File: src/rtl/turn_signal_pkg.sv
// Shared types, codes and decode helpers for the tail-light turn-signal scheduler.
// State encoding, request arbitration and lamp/mode decoding live here.
package turn_signal_pkg;

    typedef enum logic [3:0] {
        ST_IDLE    = 4'd0,
        ST_L1      = 4'd1,
        ST_L2      = 4'd2,
        ST_L3      = 4'd3,
        ST_R1      = 4'd4,
        ST_R2      = 4'd5,
        ST_R3      = 4'd6,
        ST_GAP     = 4'd7,
        ST_HAZ_ON  = 4'd8,
        ST_HAZ_OFF = 4'd9
    } state_t;

    typedef enum logic [1:0] {
        REQ_NONE  = 2'd0,
        REQ_LEFT  = 2'd1,
        REQ_RIGHT = 2'd2,
        REQ_HAZ   = 2'd3
    } req_t;

    localparam logic [1:0] MODE_IDLE  = 2'b00;
    localparam logic [1:0] MODE_LEFT  = 2'b01;
    localparam logic [1:0] MODE_RIGHT = 2'b10;
    localparam logic [1:0] MODE_HAZ   = 2'b11;

    localparam logic [2:0] LAMP_OFF = 3'b000;
    localparam logic [2:0] LAMP_1   = 3'b001;
    localparam logic [2:0] LAMP_2   = 3'b011;
    localparam logic [2:0] LAMP_3   = 3'b111;

    // Hazard wins; left and right together cancel each other out.
    function automatic req_t arbitrate(input logic hazard, input logic turn_on,
                                       input logic left, input logic right);
        req_t sel;
        if (hazard) begin
            sel = REQ_HAZ;
        end else if (turn_on && left && !right) begin
            sel = REQ_LEFT;
        end else if (turn_on && right && !left) begin
            sel = REQ_RIGHT;
        end else begin
            sel = REQ_NONE;
        end
        return sel;
    endfunction

    function automatic state_t entry_state(input req_t sel);
        state_t st;
        case (sel)
            REQ_HAZ:   st = ST_HAZ_ON;
            REQ_LEFT:  st = ST_L1;
            REQ_RIGHT: st = ST_R1;
            default:   st = ST_IDLE;
        endcase
        return st;
    endfunction

    // Step taken by a sweep (or the gap after it) on a prescaler tick.
    function automatic state_t sweep_advance(input state_t st, input req_t sel);
        state_t nx;
        case (st)
            ST_L1:   nx = ST_L2;
            ST_L2:   nx = ST_L3;
            ST_L3:   nx = ST_GAP;
            ST_R1:   nx = ST_R2;
            ST_R2:   nx = ST_R3;
            ST_R3:   nx = ST_GAP;
            ST_GAP:  nx = entry_state(sel);
            default: nx = ST_IDLE;
        endcase
        return nx;
    endfunction

    function automatic logic is_sweep(input state_t st);
        logic hit;
        case (st)
            ST_L1, ST_L2, ST_L3, ST_R1, ST_R2, ST_R3, ST_GAP: hit = 1'b1;
            default:                                          hit = 1'b0;
        endcase
        return hit;
    endfunction

    function automatic logic [2:0] left_decode(input state_t st);
        logic [2:0] lamps;
        case (st)
            ST_L1:     lamps = LAMP_1;
            ST_L2:     lamps = LAMP_2;
            ST_L3:     lamps = LAMP_3;
            ST_HAZ_ON: lamps = LAMP_3;
            default:   lamps = LAMP_OFF;
        endcase
        return lamps;
    endfunction

    function automatic logic [2:0] right_decode(input state_t st);
        logic [2:0] lamps;
        case (st)
            ST_R1:     lamps = LAMP_1;
            ST_R2:     lamps = LAMP_2;
            ST_R3:     lamps = LAMP_3;
            ST_HAZ_ON: lamps = LAMP_3;
            default:   lamps = LAMP_OFF;
        endcase
        return lamps;
    endfunction

    // GAP keeps reporting the direction of the sweep that just finished.
    function automatic logic [1:0] mode_decode(input state_t st, input logic [1:0] prev);
        logic [1:0] m;
        case (st)
            ST_L1, ST_L2, ST_L3:   m = MODE_LEFT;
            ST_R1, ST_R2, ST_R3:   m = MODE_RIGHT;
            ST_HAZ_ON, ST_HAZ_OFF: m = MODE_HAZ;
            ST_GAP:                m = prev;
            default:               m = MODE_IDLE;
        endcase
        return m;
    endfunction

endpackage

File: src/rtl/step_prescaler.sv
// Step prescaler: counts 0..TICK_DIV-1 while running and emits a registered
// one-cycle tick aligned with the terminal count. A clear forces the count to 0.
module step_prescaler #(
    parameter int TICK_DIV = 5000000,
    parameter int CNT_W    = 23
) (
    input  logic clk,
    input  logic rst,
    input  logic clr,
    input  logic run,
    output logic tick
);

    localparam logic [CNT_W-1:0] TERM     = CNT_W'(TICK_DIV - 1);
    localparam logic [CNT_W-1:0] CNT_ZERO = {CNT_W{1'b0}};
    localparam logic [CNT_W-1:0] CNT_ONE  = {{(CNT_W-1){1'b0}}, 1'b1};

    logic [CNT_W-1:0] count_r;
    logic [CNT_W-1:0] count_next_s;
    logic             tick_r;

    // Next count: clear has priority, then wrap at the terminal value.
    always_comb begin
        count_next_s = count_r;
        if (clr) begin
            count_next_s = CNT_ZERO;
        end else if (run) begin
            if (count_r == TERM) begin
                count_next_s = CNT_ZERO;
            end else begin
                count_next_s = count_r + CNT_ONE;
            end
        end else begin
            count_next_s = count_r;
        end
    end

    // Tick is registered from the next count so it is high while count == TERM.
    always_ff @(posedge clk or posedge rst) begin
        if (rst) begin
            count_r <= CNT_ZERO;
            tick_r  <= 1'b0;
        end else begin
            count_r <= count_next_s;
            tick_r  <= (count_next_s == TERM);
        end
    end

    assign tick = tick_r;

endmodule

File: src/rtl/turn_signal_scheduler.sv
// Tail-light sequencing controller: synchronizes switch/key requests, arbitrates
// them, and runs the sweep/flash state machine paced by the step prescaler.
module turn_signal_scheduler
    import turn_signal_pkg::*;
#(
    parameter int TICK_DIV    = 5000000,
    parameter int CNT_W       = 23,
    parameter int SYNC_STAGES = 2
) (
    input  logic       ADC_CLK_10,
    input  logic       reset,
    input  logic       hazard_req,
    input  logic       turn_en,
    input  logic       left_req,
    input  logic       right_req,
    output logic [2:0] left_lamps,
    output logic [2:0] right_lamps,
    output logic [1:0] mode,
    output logic       step_tick,
    output logic       busy
);

    logic [SYNC_STAGES-1:0][3:0] sync_r;
    logic [3:0]                  req_raw_s;
    logic [3:0]                  req_sync_s;
    logic                        hazard_s;
    req_t                        req_sel_s;

    state_t     state_r;
    state_t     state_next_s;
    logic [2:0] left_r;
    logic [2:0] right_r;
    logic [1:0] mode_r;
    logic       busy_r;

    logic       tick_s;
    logic       preempt_s;
    logic       pre_clr_s;
    logic       pre_run_s;

    assign req_raw_s  = {hazard_req, turn_en, left_req, right_req};
    assign req_sync_s = sync_r[SYNC_STAGES-1];
    assign hazard_s   = req_sync_s[3];
    assign req_sel_s  = arbitrate(req_sync_s[3], req_sync_s[2], req_sync_s[1], req_sync_s[0]);

    // Multi-flop synchronizers for the four asynchronous request levels.
    always_ff @(posedge ADC_CLK_10 or posedge reset) begin
        if (reset) begin
            sync_r <= {SYNC_STAGES{4'b0000}};
        end else begin
            sync_r <= {sync_r[SYNC_STAGES-2:0], req_raw_s};
        end
    end

    // The prescaler restarts on hazard preemption so the first flash is full length.
    assign preempt_s = hazard_s && is_sweep(state_r);
    assign pre_clr_s = (state_r == ST_IDLE) || preempt_s;
    assign pre_run_s = (state_r != ST_IDLE);

    step_prescaler #(
        .TICK_DIV (TICK_DIV),
        .CNT_W    (CNT_W)
    ) u_prescaler (
        .clk  (ADC_CLK_10),
        .rst  (reset),
        .clr  (pre_clr_s),
        .run  (pre_run_s),
        .tick (tick_s)
    );

    // Next-state logic; sweeps ignore request changes until GAP re-arbitration.
    always_comb begin
        state_next_s = state_r;
        case (state_r)
            ST_IDLE: begin
                state_next_s = entry_state(req_sel_s);
            end
            ST_L1, ST_L2, ST_L3, ST_R1, ST_R2, ST_R3, ST_GAP: begin
                if (hazard_s) begin
                    state_next_s = ST_HAZ_ON;
                end else if (tick_s) begin
                    state_next_s = sweep_advance(state_r, req_sel_s);
                end else begin
                    state_next_s = state_r;
                end
            end
            ST_HAZ_ON: begin
                if (tick_s) begin
                    state_next_s = ST_HAZ_OFF;
                end else begin
                    state_next_s = state_r;
                end
            end
            ST_HAZ_OFF: begin
                if (tick_s) begin
                    state_next_s = entry_state(req_sel_s);
                end else begin
                    state_next_s = state_r;
                end
            end
            default: begin
                state_next_s = ST_IDLE;
            end
        endcase
    end

    // State register with Moore outputs decoded from the next state.
    always_ff @(posedge ADC_CLK_10 or posedge reset) begin
        if (reset) begin
            state_r <= ST_IDLE;
            left_r  <= LAMP_OFF;
            right_r <= LAMP_OFF;
            mode_r  <= MODE_IDLE;
            busy_r  <= 1'b0;
        end else begin
            state_r <= state_next_s;
            left_r  <= left_decode(state_next_s);
            right_r <= right_decode(state_next_s);
            mode_r  <= mode_decode(state_next_s, mode_r);
            busy_r  <= (state_next_s != ST_IDLE);
        end
    end

    assign left_lamps  = left_r;
    assign right_lamps = right_r;
    assign mode        = mode_r;
    assign busy        = busy_r;
    assign step_tick   = tick_s;

endmodule

File: config.mk
export PLATFORM = sky130hd
export DESIGN_NAME = turn_signal_scheduler
export DESIGN_NICKNAME = d
export VERILOG_FILES = /design/src/rtl/turn_signal_pkg.sv /design/src/rtl/step_prescaler.sv /design/src/rtl/turn_signal_scheduler.sv
export SDC_FILE = /design/constraint.sdc
export NUM_CORES = 1
export LEC_CHECK = 0
export BUFFER_PORTS_ARGS = -buffer_cell sky130_fd_sc_hd__clkbuf_2
export CAP_MARGIN = 15
export CORE_UTILIZATION = 35
export DETAILED_ROUTE_END_ITERATION = 8
export GPL_ROUTABILITY_DRIVEN = 0
export SLEW_MARGIN = 25
export SYNTH_ARGS = -nofsm -noshare
export SYNTH_HDL_FRONTEND = slang
export SYNTH_SLANG_ARGS = --single-unit
export TNS_END_PERCENT = 5
File: constraint.sdc
create_clock -name ADC_CLK_10 -period 2.5 [get_ports ADC_CLK_10]
set_clock_uncertainty 0.1 [all_clocks]
set_input_delay 0.375 -clock ADC_CLK_10 [delete_from_list [all_inputs] [get_ports ADC_CLK_10]]
set_output_delay 0.375 -clock ADC_CLK_10 [all_outputs]
set_load 0.01 [all_outputs]
Yosys cells after proc, flatten, opt, wreduce, memory -nomap -nowiden
Index checks and enable logic that the tools add are counted.
{ "totals": {"reg_bits": 45, "inputBits": 6, "output_inout_bits": 10, "elab_cells": 68} }
{ "classes": {"n_addsub": 1, "n_eq_ne": 23, "mux": 17, "n_reduce_logical": 18} }
{ "ops": {"columns": ["cell", "n"], "rows": [
  ["23-bit two-way mux", 3],
  ["23-bit equality test (second input constant)", 2],
  ["4-bit by 3-bit equality test with 1-bit output (second input constant)", 8],
  ["4-bit one-hot mux with 6 select lines", 1],
  ["23-bit by 1-bit adder with 23-bit output (second input constant)", 1],
  ["3-bit one-hot mux with 3 select lines", 2],
  ["4-bit by 2-bit equality test with 1-bit output (second input constant)", 4],
  ["4-bit equality test (second input constant)", 4],
  ["4-bit two-way mux", 4],
  ["4-bit one-hot mux with 4 select lines", 1],
  ["4-bit one-hot mux with 3 select lines", 1],
  ["4-bit by 1-bit equality test with 1-bit output (second input constant)", 2],
  ["2-bit one-hot mux with 4 select lines", 1],
  ["4-bit nonzero test", 2],
  ["2-bit OR reduction", 4],
  ["7-bit OR reduction", 1],
  ["2-bit two-way mux", 3],
  ["3-bit OR reduction", 2],
  ["1-bit logical AND", 5],
  ["2-bit equality test (second input constant)", 2],
  ["4-bit logical NOT", 1],
  ["2-bit by 1-bit equality test with 1-bit output (second input constant)", 1],
  ["1-bit logical NOT", 2],
  ["1-bit logical OR", 1],
  ["1-bit two-way mux", 1]
]} }

Logic depth before layout (Yosys ltp)
{ "logic_depth": {"depth_word": 14, "mapped_depth": 8, "ltp_nobuf": 7} }

By module
Synthesis repeated with hierarchy kept, for this count alone.
{ "hier_totals": {"cells_unflattened": 247, "hier_area_um2": 2412.3} }
{ "by_module_without_submodules": {"columns": ["mod", "n_inst", "cells_per_inst", "area_per_inst_um2", "seq_area_each_um2"], "rows": [
  ["step_prescaler", 1, 162, 1457.6, 600.6],
  ["turn_signal_scheduler", 1, 85, 954.7, 525.5]
]} }

Worst setup path before layout
Ideal clock, no wire load.
{ "synth_timing": {"path_type": "reg2reg", "startpoint": "reg u_prescaler.count_r[10]", "endpoint": "reg u_prescaler.count_r[8]", "setup_time_ps": 122, "arrival_time_ps": 2025, "t_required_ps": 2278, "slack_ps": 253, "path_stages_with_launch": 6, "n_path_buf": 1, "period_less_slack_ps": 2247, "path_cell_list": "dfrtp_1 or4_1 or4_4 o31ai_4 buf_6 nor2_1"} }
{ "synth_via": {"elab_chain_len": 4} }
{ "synth_lines": {"columns": ["item", "line_no", "rtl"], "rows": [
  ["from (decl)", "step_prescaler.sv:18", "logic [CNT_W-1:0] count_r;"],
  ["from (signal assigned)", "step_prescaler.sv:44", "count_r <= count_next_s;"],
  ["23-bit equality test", "step_prescaler.sv:28", "if (count_r == TERM) begin"],
  ["23-bit two-way mux", "step_prescaler.sv:28", null],
  ["23-bit two-way mux", "step_prescaler.sv:27", "end else if (run) begin"],
  ["23-bit two-way mux", "step_prescaler.sv:25", "if (clr) begin"],
  ["named net u_prescaler.count_next_s[8]", "step_prescaler.sv:19", "logic [CNT_W-1:0] count_next_s;"]
]} }
The timed path passes the listed nets, and every way through them passes these cells.
A chain may end at the register's enable or synchronous reset.

Worst setup path in the final report
{ "layout_timing": {"startpoint": "reg u_prescaler.count_r[10]", "endpoint": "reg u_prescaler.count_r[2]"} }
The elaborated chain is that of the path after synthesis.

==> flow_summary.ini <==
[floorplanning]
dieArea_mm2 = 0.006950
num_rows = 29
core_mm2 = 0.006386
io_pins = 16
die_y_um = 83.37
initial_utilization_pct = 36.29
die_x_um = 83.37

[global_route]
overflow = 0
grt_max_degree = 22
antenna_found_initial = 0
grt_pass1_vias = 1630
grt_pass1_wl_um = 7707
grt_usage_pct = 13.87

[worst_hold_path]
min_path_cells = 1
hp-class = primary input to flip-flop

[outcome]
status = finished clean

[yosys]
synthArstFlopShare_pct = 100.0
yosys.area_share.adder_pct = 0.5400
ys.flop_type = dfrtp_1
synth_area_per_cell_um2 = 9.736
synth_compound_area_share_pct = 9.179
synth_cell_types = 50
syn_nets = 245
synth_xor_area_share_pct = 8.315
yosysSeqAreaShare_pct = 48.60
synthSimpleGateAreaFrac_pct = 28.78
synth_area_mm2 = 0.002317
synthMuxAreaShare_pct = 0.4860
syn-instance-count = 238
synth_top_family_by_area = simple AND/OR/NAND/NOR gates
synth_warnings = 0
synth_edf_count = 0
synth_seq_cells = 45

[clock_tree]
post_cts_buffers = 0
cts_hold_buf = 1
cts_buffers = 5
cts_root_buf = clkbuf_8
post_cts_resized = 0
cts.sinks = 45
htree_num_levels = 2
cts_buffer_depth = 2
clk_pin_slew_worst_paths_ns = 0.09
clkLatencyLatePin_ns = 0.30
cts_tree = yes

[layout]
num-nets-final = 271
fin_area_mm2 = 0.002634
fin_util_pct = 41.24
area_delta_synth_final_pct = 13.66
fin_cells = 342
drive_above_1_share_pct = 18.87
diodes = 0
final_common_cell = dfrtp_1
final_cell_mix = dfrtp_1 (45), nor2_1 (35), nand2_1 (19)

[sta]
drv_slew = 0
fin_tns_setup_ns = 0
rsz0062_at_grt = no
setup_viol = 0
timing.fmax_ghz = 0.4318
relSlewSlack_pct = 66.57
fin_hold_ws_ns = 0.08868
period_minus_slack_ns = 2.316
fin_crit_sh_pct = 92.64
tightest_slew_ns = 0.4948
hold_viol_final = 0
setup_ws_ns = 0.1841

[power_and_ir_drop]
p_leak_nw = 1.080
ir_drop_uv = 342.1
power.density_mw_per_mm2 = 613.8
power.total_mw = 1.617

[routing]
antenna_left = 0
drtIter0Drc = 72
dr.pass1.iters = 4
post_drt_wl_per_cell_um = 13.19
remaining_drc_errors = 0
drt_wl_total_um = 4511
vias = 1736
viasPerCell = 5.076

[place]
post-place-ws_ns = 0.1897
detailed_place_hpwl_um = 3269
dp_cells = 333
io_buffers = 15
dpl_cell_area_mm2 = 0.002532

[flow_run]
cap_violations = 0

[setup_path]
crit_type = flip-flop to flip-flop
arrival_ns = 2.39
cp-end-kind = flip-flop
cp.required_ns = 2.58
ff2ff_setup_slack_ns = 0.18
cp-start-kind = flip-flop
path_max_fanout = 9
worstRegToRegCells = 5
==> logic make-up (layout without fill, tap and decap cells) <==
| family | Yosys count | count (layout) |
|---|---|---|
| compound gates | 31 | 31 |
| xor+xnor | 22 | 22 |
| fa+ha+maj | 1 | 1 |
| buf+inv | 20 | 47 |
| flops | 45 | 45 |
| mux | 1 | 1 |
| simple gates | 118 | 118 |
==> where the power goes <==
group / internal, mW / leakage [nW] / switching, mW
clock: 0.196 / 0.0364 / 0.258
combinational: 0.126 / 0.497 / 0.163
sequential: 0.799 / 0.546 / 0.0750
total: 1.12 / 1.08 / 0.496
==> flip-flops by register name (all words and copies together) (netlist names) <==
register / cells
u_prescaler.tick: 1
u_prescaler.count_r: 23
state_r: 4
left_lamps: 3
req_sync_s: 4
mode: 2
busy: 1
right_lamps: 3
sync_r: 4
==> worst max-delay path, cell delays in order (launching register included) <==
cell and delay (ns):
dfrtp_1 0.38, or4_1 0.55, or4_4 0.55, o31ai_4 0.33, buf_4 0.23, nor2_1 0.06
==> metal layers <==
| layer | GRT usage [%] | vias to the layer above | wire (um) |
|---|---|---|---|
| li1 | - | 873 | - |
| met1 | 19.14 | 830 | 2211 |
| met3 | 2.982 | 6 | 153 |
| met4 | 5.329 | 0 | 59 |
| met5 | 0 | - | 0 |
| met2 | 21.31 | 27 | 2086 |
==> area by class of cell <==
type	instances	area [um^2]
Clock buffer	5	68.82
Clock inverter	3	22.52
Fill cell	639	3752
Inverter	9	33.78
Multi-Input combinational cell	173	1096
Sequential cell	45	1126
Tap cell	77	96.34
Timing Repair Buffer	30	190.2
==> path summary, 6_finish.rpt <==
kind	from	end
worst min register to register	sync_r[1]	req_sync_s[1]
max in group asynchronous	reset	u_prescaler.count_r[2]
worst max register to register	u_prescaler.count_r[10]	u_prescaler.count_r[2]
min in group asynchronous	reset	sync_r[0]
worst max-delay path	u_prescaler.count_r[10]	u_prescaler.count_r[2]
worst min-delay path	right_req	sync_r[0]
==> cells in the mapped netlist (2+ instances only) <==
library cell / instances / area share, %
dfrtp_1: 45 / 49
nor2_1: 35 / 5.7
nand2_1: 19 / 3.1
xor2_1: 12 / 4.5
nand3_1: 11 / 2.4
xnor2_1: 10 / 3.8
inv_1: 9 / 1.5
nand4_1: 9 / 2.4
o21ai_0: 9 / 1.9
a21oi_1: 8 / 1.7
nand2b_1: 6 / 1.6
nor3_1: 5 / 1.1
clkbuf_1: 4 / 0.65
or3_1: 4 / 1.1
and3_1: 3 / 0.81
buf_2: 3 / 0.65
nor4_1: 3 / 0.81
a21o_1: 2 / 0.65
and2_1: 2 / 0.54
buf_6: 2 / 0.97
nand3b_1: 2 / 0.65
nand4b_1: 2 / 0.76
nor4_4: 2 / 1.8
nor4bb_1: 2 / 0.86
o21bai_1: 2 / 0.65
or2_2: 2 / 0.54
or4_1: 2 / 0.65
Power figures use the tool's default switching activity.
